**config.mk**
```make
export PLATFORM = sky130hd
export DESIGN_NAME = icsc_csc_444to422
export DESIGN_NICKNAME = d
export VERILOG_FILES = /design/src/rtl/icsc_csc_444to422.sv
export SDC_FILE = /design/constraint.sdc
export NUM_CORES = 1
export LEC_CHECK = 0
export ABC_CLOCK_PERIOD_IN_PS = 2650
export CORE_MARGIN = 8
export CORE_UTILIZATION = 52
export CTS_BUF_LIST = sky130_fd_sc_hd__clkbuf_16
export DETAILED_ROUTE_END_ITERATION = 7
export PLACE_DENSITY_LB_ADDON = 0.1
export SLEW_MARGIN = 20
export SYNTH_ARGS = -nofsm -noshare
export SYNTH_HDL_FRONTEND = slang
export SYNTH_SLANG_ARGS = --single-unit
```
**constraint.sdc**
```tcl
create_clock -name clk -period 2.65 [get_ports clk]
set_input_delay 0.53 -clock clk [delete_from_list [all_inputs] [get_ports clk]]
set_output_delay 0.53 -clock clk [all_outputs]
set_load 0.02 [all_outputs]
```
**src/rtl/icsc_csc_444to422.sv**
```systemverilog
// YCbCr 4:4:4 -> 4:2:2 chroma resampler. Two-stage pipeline: Y passes straight through,
// and chroma alternates Cb/Cr per pixel, either pair-averaged with rounding or co-sited.
module icsc_csc_444to422 #(
    parameter int DATA_WIDTH = 8,
    parameter bit AVG_EN_DEF = 1'b1
) (
    input  logic                  clk,
    input  logic                  rstn,
    input  logic                  i_avg_en,
    input  logic                  i_vs,
    input  logic                  i_hs,
    input  logic                  i_de,
    input  logic [DATA_WIDTH-1:0] i_y,
    input  logic [DATA_WIDTH-1:0] i_cb,
    input  logic [DATA_WIDTH-1:0] i_cr,
    output logic                  o_vs,
    output logic                  o_hs,
    output logic                  o_de,
    output logic [DATA_WIDTH-1:0] o_y,
    output logic [DATA_WIDTH-1:0] o_c
);

    typedef enum logic {
        PH_EVEN = 1'b0,
        PH_ODD  = 1'b1
    } phase_t;

    // Board-level tie-off hint for i_avg_en only; it does not alter the datapath.
    if (AVG_EN_DEF) begin : g_avg_def_on
    end

    logic                  r_s1_vs;
    logic                  r_s1_hs;
    logic                  r_s1_de;
    logic [DATA_WIDTH-1:0] r_s1_y;
    logic [DATA_WIDTH-1:0] r_s1_cb;
    logic [DATA_WIDTH-1:0] r_s1_cr;
    logic [DATA_WIDTH-1:0] r_pend_cr;
    logic                  r_mode;
    phase_t                r_phase;
    phase_t                w_phase_nxt;
    logic                  w_line_start;
    logic [DATA_WIDTH-1:0] w_cb_p;
    logic [DATA_WIDTH-1:0] w_cr_p;
    logic [DATA_WIDTH:0]   w_cb_sum;
    logic [DATA_WIDTH:0]   w_cr_sum;
    logic [DATA_WIDTH-1:0] w_cb_res;
    logic [DATA_WIDTH-1:0] w_cr_res;

    // Stage-1 de holds the previous input de, so a 0->1 here marks a new line.
    assign w_line_start = i_de && !r_s1_de;

    always_comb begin
        w_phase_nxt = PH_EVEN;
        if (i_de && r_s1_de) begin
            w_phase_nxt = (r_phase == PH_EVEN) ? PH_ODD : PH_EVEN;
        end
    end

    always_comb begin
        w_cb_p   = i_de ? i_cb : r_s1_cb;
        w_cr_p   = i_de ? i_cr : r_s1_cr;
        // Sign-extended sum plus one; dropping the LSB is the arithmetic shift.
        w_cb_sum = {r_s1_cb[DATA_WIDTH-1], r_s1_cb} + {w_cb_p[DATA_WIDTH-1], w_cb_p}
                 + {{DATA_WIDTH{1'b0}}, 1'b1};
        w_cr_sum = {r_s1_cr[DATA_WIDTH-1], r_s1_cr} + {w_cr_p[DATA_WIDTH-1], w_cr_p}
                 + {{DATA_WIDTH{1'b0}}, 1'b1};
        w_cb_res = r_mode ? w_cb_sum[DATA_WIDTH:1] : r_s1_cb;
        w_cr_res = r_mode ? w_cr_sum[DATA_WIDTH:1] : r_s1_cr;
    end

    always_ff @(posedge clk or negedge rstn) begin
        if (!rstn) begin
            r_phase <= PH_EVEN;
        end else begin
            r_phase <= w_phase_nxt;
        end
    end

    always_ff @(posedge clk or negedge rstn) begin
        if (!rstn) begin
            r_s1_vs <= 1'b0;
            r_s1_hs <= 1'b0;
            r_s1_de <= 1'b0;
            r_s1_y  <= '0;
            r_s1_cb <= '0;
            r_s1_cr <= '0;
            r_mode  <= 1'b1;
        end else begin
            r_s1_vs <= i_vs;
            r_s1_hs <= i_hs;
            r_s1_de <= i_de;
            r_s1_y  <= i_y;
            r_s1_cb <= i_cb;
            r_s1_cr <= i_cr;
            if (w_line_start) begin
                r_mode <= i_avg_en;
            end
        end
    end

    always_ff @(posedge clk or negedge rstn) begin
        if (!rstn) begin
            o_vs      <= 1'b0;
            o_hs      <= 1'b0;
            o_de      <= 1'b0;
            o_y       <= '0;
            o_c       <= '0;
            r_pend_cr <= '0;
        end else begin
            o_vs <= r_s1_vs;
            o_hs <= r_s1_hs;
            o_de <= r_s1_de;
            if (!r_s1_de) begin
                o_y       <= '0;
                o_c       <= '0;
                r_pend_cr <= '0;
            end else if (r_phase == PH_EVEN) begin
                o_y       <= r_s1_y;
                o_c       <= w_cb_res;
                r_pend_cr <= w_cr_res;
            end else begin
                o_y       <= r_s1_y;
                o_c       <= r_pend_cr;
            end
        end
    end

endmodule

```
==> results by group <==
Floorplan
  • Die ar.: between 7000 and 8000 um^2
  • Die Y: 87.2 um
  • Core footprint: around 5000 um^2
  • Starting Density: 52.5%
  • # IOs: 49
  • Die width: 87.2 um
  • Cell Rows: 26

Final layout
  • Antenna cells: 0
  • Area delta synth->final: 36.1%
  • Fin nets: roughly 350
  • Post-Layout Cell Count: 376
  • Layout cells sized above 1: about a fifth

Detailed routing
  • Drt total wl: 5640 um
  • 1st-iter DRT viols: 72
  • Vias per cell: 5.13
  • Drc violations: 0
  • Post-route ant nets: 0
  • Drt first pass iters: 4
  • Routed WL per cell: 15.0 um
  • Via count: 1929

Timing
  • Fin. max-slew vios: 0
  • Final period utilization: 88.3%
  • Unrepaired setup endpoints after global routing: no
  • Hold_ws: around 0.23 ns
  • Slew @ Worst Pin: 0.646 ns
  • Final hold vios: 0
  • Final setup violation count: 0
  • Worst rel slew slack: 56.9%
  • Max Freq: 428 MHz
  • Min cycle time layout: 2.34 ns
  • Max Clock Skew: 0.00787 ns

Logic synthesis
  • Synthesized instance count: 227
  • Post-synth EDFFs: 0
  • Main synth FF type: dfrtp_1
  • Synth area leader: dfrtp_1
  • Post-Syn Area per Cell: 11.6 um^2
  • Post-Syn Area: 2630 um^2
  • Synth Net Count: 273
  • Flops & latches, synth: 56
  • Yosys warning count: 0
  • Netlist cell types: 47
  • Async S/R FF share, synth: 100%
  • Post-synth top cells: dfrtp_1 (55), nand2_1 (16), o21ai_1 (15)
  • Synth top area share: 52.3%
  • Dominant cell by count in the synthesized netlist: dfrtp_1
  • Register area share after synthesis: a little over half
  • Synth top area cells: dfrtp_1 (52%), ha_1 (6.7%), mux2_2 (3.4%)

Global routing
  • Total congestion overflow: 0
  • Largest net degree at the start of global routing: 28
  • GRT Util Overall: between 10% and 20%
  • First-pass GRT wire length: 9160 um
  • Vias in the first global route: slightly below 2000
  • Antenna violations before repair: 0

Worst hold path
  • Hold crit path type: in2async

Critical path
  • Kind of end point of the critical path: flip-flop
  • R2r worst-path depth: 10
  • Reg-to-Reg Start: r_s1_cr[1]
  • Crit Path Max Fanout: 8
  • Crit path DAT: 2.50 ns
  • Startpoint types: primary input
  • WS Path Type: in2reg
  • Worst Path Required: 2.81 ns
  • R2r endpoint: r_pend_cr[7]
  • R2R Setup Slk: around 0.55 ns

Clock tree
  • H-tree Lvls: 2
  • Num CTS Buffers: 5
  • CTS root buf: clkbuf_16
  • Insertion delay to the later sink of the worst-skew pair: 0.29 ns
  • TritonCTS clock tree: yes
  • Clock slew at reported path FFs: around 0.070 ns
  • Max clock buf depth: 2
  • CTS sink cnt: between 50 and 60

Power
  • Peak supply drop: 0.000368 V
  • LEAKAGE: 1.60 nW
  • Pwr/cell area: around 590 nW/um^2

Placement
  • Gpl congestion: 0.872
  • IO buf count: 48
  • Dpl cells: 363
  • Dpl hpwl: between 3000 and 4000 um

Flow run
  • Max-cap viol count: 0

Outcome
  • Status: completed
## sequential cells by signal, summed over array words and instances (netlist names)
name	flops
o_c	8
o_de	1
o_hs	1
o_vs	1
o_y	8
r_mode	1
r_pend_cr	8
r_phase	1
r_s1_cb	8
r_s1_cr	8
r_s1_de	1
r_s1_hs	1
r_s1_vs	1
r_s1_y	8
## critical path, cell delays in order
cell	delay, ns
dlymetal6s2s_1	0.20
buf_12	0.16
buf_4	0.13
buf_4	0.11
mux2_2	0.32
ha_1	0.29
and3_1	0.19
a221oi_2	0.30
xor2_1	0.17
o211ai_1	0.10
## where the power goes
part	internal, W	switching, W
sequential	0.000921	0.0000510
combinational	0.000277	0.000232
clock	0.000344	0.000290
total	0.00154	0.000573
## per-stage QoR
stage / setup TNS [ns] / total power [W] / area [um^2] / setup slack, ns / utilization [%]
after global placement: -1.54 / 0.00147 / 3360 / -0.234 / 67.0
after global routing: 0 / 0.00222 / 3580 / 0.186 / 71.5
after detailed placement: -1.84 / 0.00148 / 3360 / -0.233 / 67.0
final: 0 / 0.00211 / 3580 / 0.311 / 71.5
after CTS: 0 / 0.00212 / 3520 / 0.00515 / 70.3
after floorplan: 0 / 0.00126 / 2630 / 0.217 / -
## worst max-delay path by stage
stage / slack (ns) / startpoint / endpoint / depth (start not counted)
after detailed placement: -0.23 / i_de / o_c[5] / 10
after global placement: -0.23 / i_de / o_c[3] / 11
final: 0.31 / i_de / o_c[6] / 10
after floorplan: 0.22 / i_de / r_pend_cr[6] / 10
after global routing: 0.19 / i_cr[1] / r_pend_cr[7] / 11
after CTS: 0.005 / i_de / r_pend_cr[6] / 10
## cell usage in the layout, fill, tap and decap left out, types with 7 or more instances in the layout
| master | count |
|---|---|
| and2_1 | 10 |
| buf_4 | 29 |
| clkdlybuf4s50_1 | 46 |
| dfrtp_1 | 55 |
| ha_1 | 12 |
| inv_1 | 9 |
| mux2_2 | 8 |
| nand2_1 | 16 |
| nand3_1 | 10 |
| nor2_1 | 7 |
| o21ai_0 | 8 |
| o21ai_1 | 15 |
| xnor2_1 | 8 |
## kinds of logic (layout without fill, tap and decap cells)
logic type | count (synthesis) | count (layout) | share of synthesized area [%]
simple gates | 57 | 57 | 11.0
flops | 56 | 56 | 53.3
compound gates | 54 | 54 | 13.8
mux | 19 | 19 | 7.84
fa+ha+maj | 16 | 16 | 8.18
buf+inv | 16 | 95 | 2.90
xor+xnor | 9 | 9 | 2.99
## per-layer routing
metal  vias up  share of wire [%]  wire length (um)  global-route usage (%)
met5         -                  0                 0                       0
met4         0                1.1                64                    4.69
met3         5                5.2               291                    3.87
met2        41                 48              2730                    25.1
met1       925                 45              2550                    19.3
li1        958                  -                 -                       -
## area by class of cell
| type | instances | area, um^2 |
|---|---|---|
| fill | 379 | 1430 |
| sequential | 56 | 1400 |
| multi-input combinational | 155 | 1180 |
| timing repair buffer | 79 | 741 |
| clock buffer | 5 | 125 |
| tap | 70 | 87.6 |
| inverter | 8 | 30.0 |
| clock inverter | 3 | 15.0 |
## timing repair
action / in CTS / in global routing
endpoints found under the setup margin: 1 / 9
buffers inserted: 3 / 1
pin swaps: 0 / 2
hold buffers: 0 / 0
gates resized for setup: 0 / 4
cloned: 0 / 1
Power figures use the tool's default switching activity.
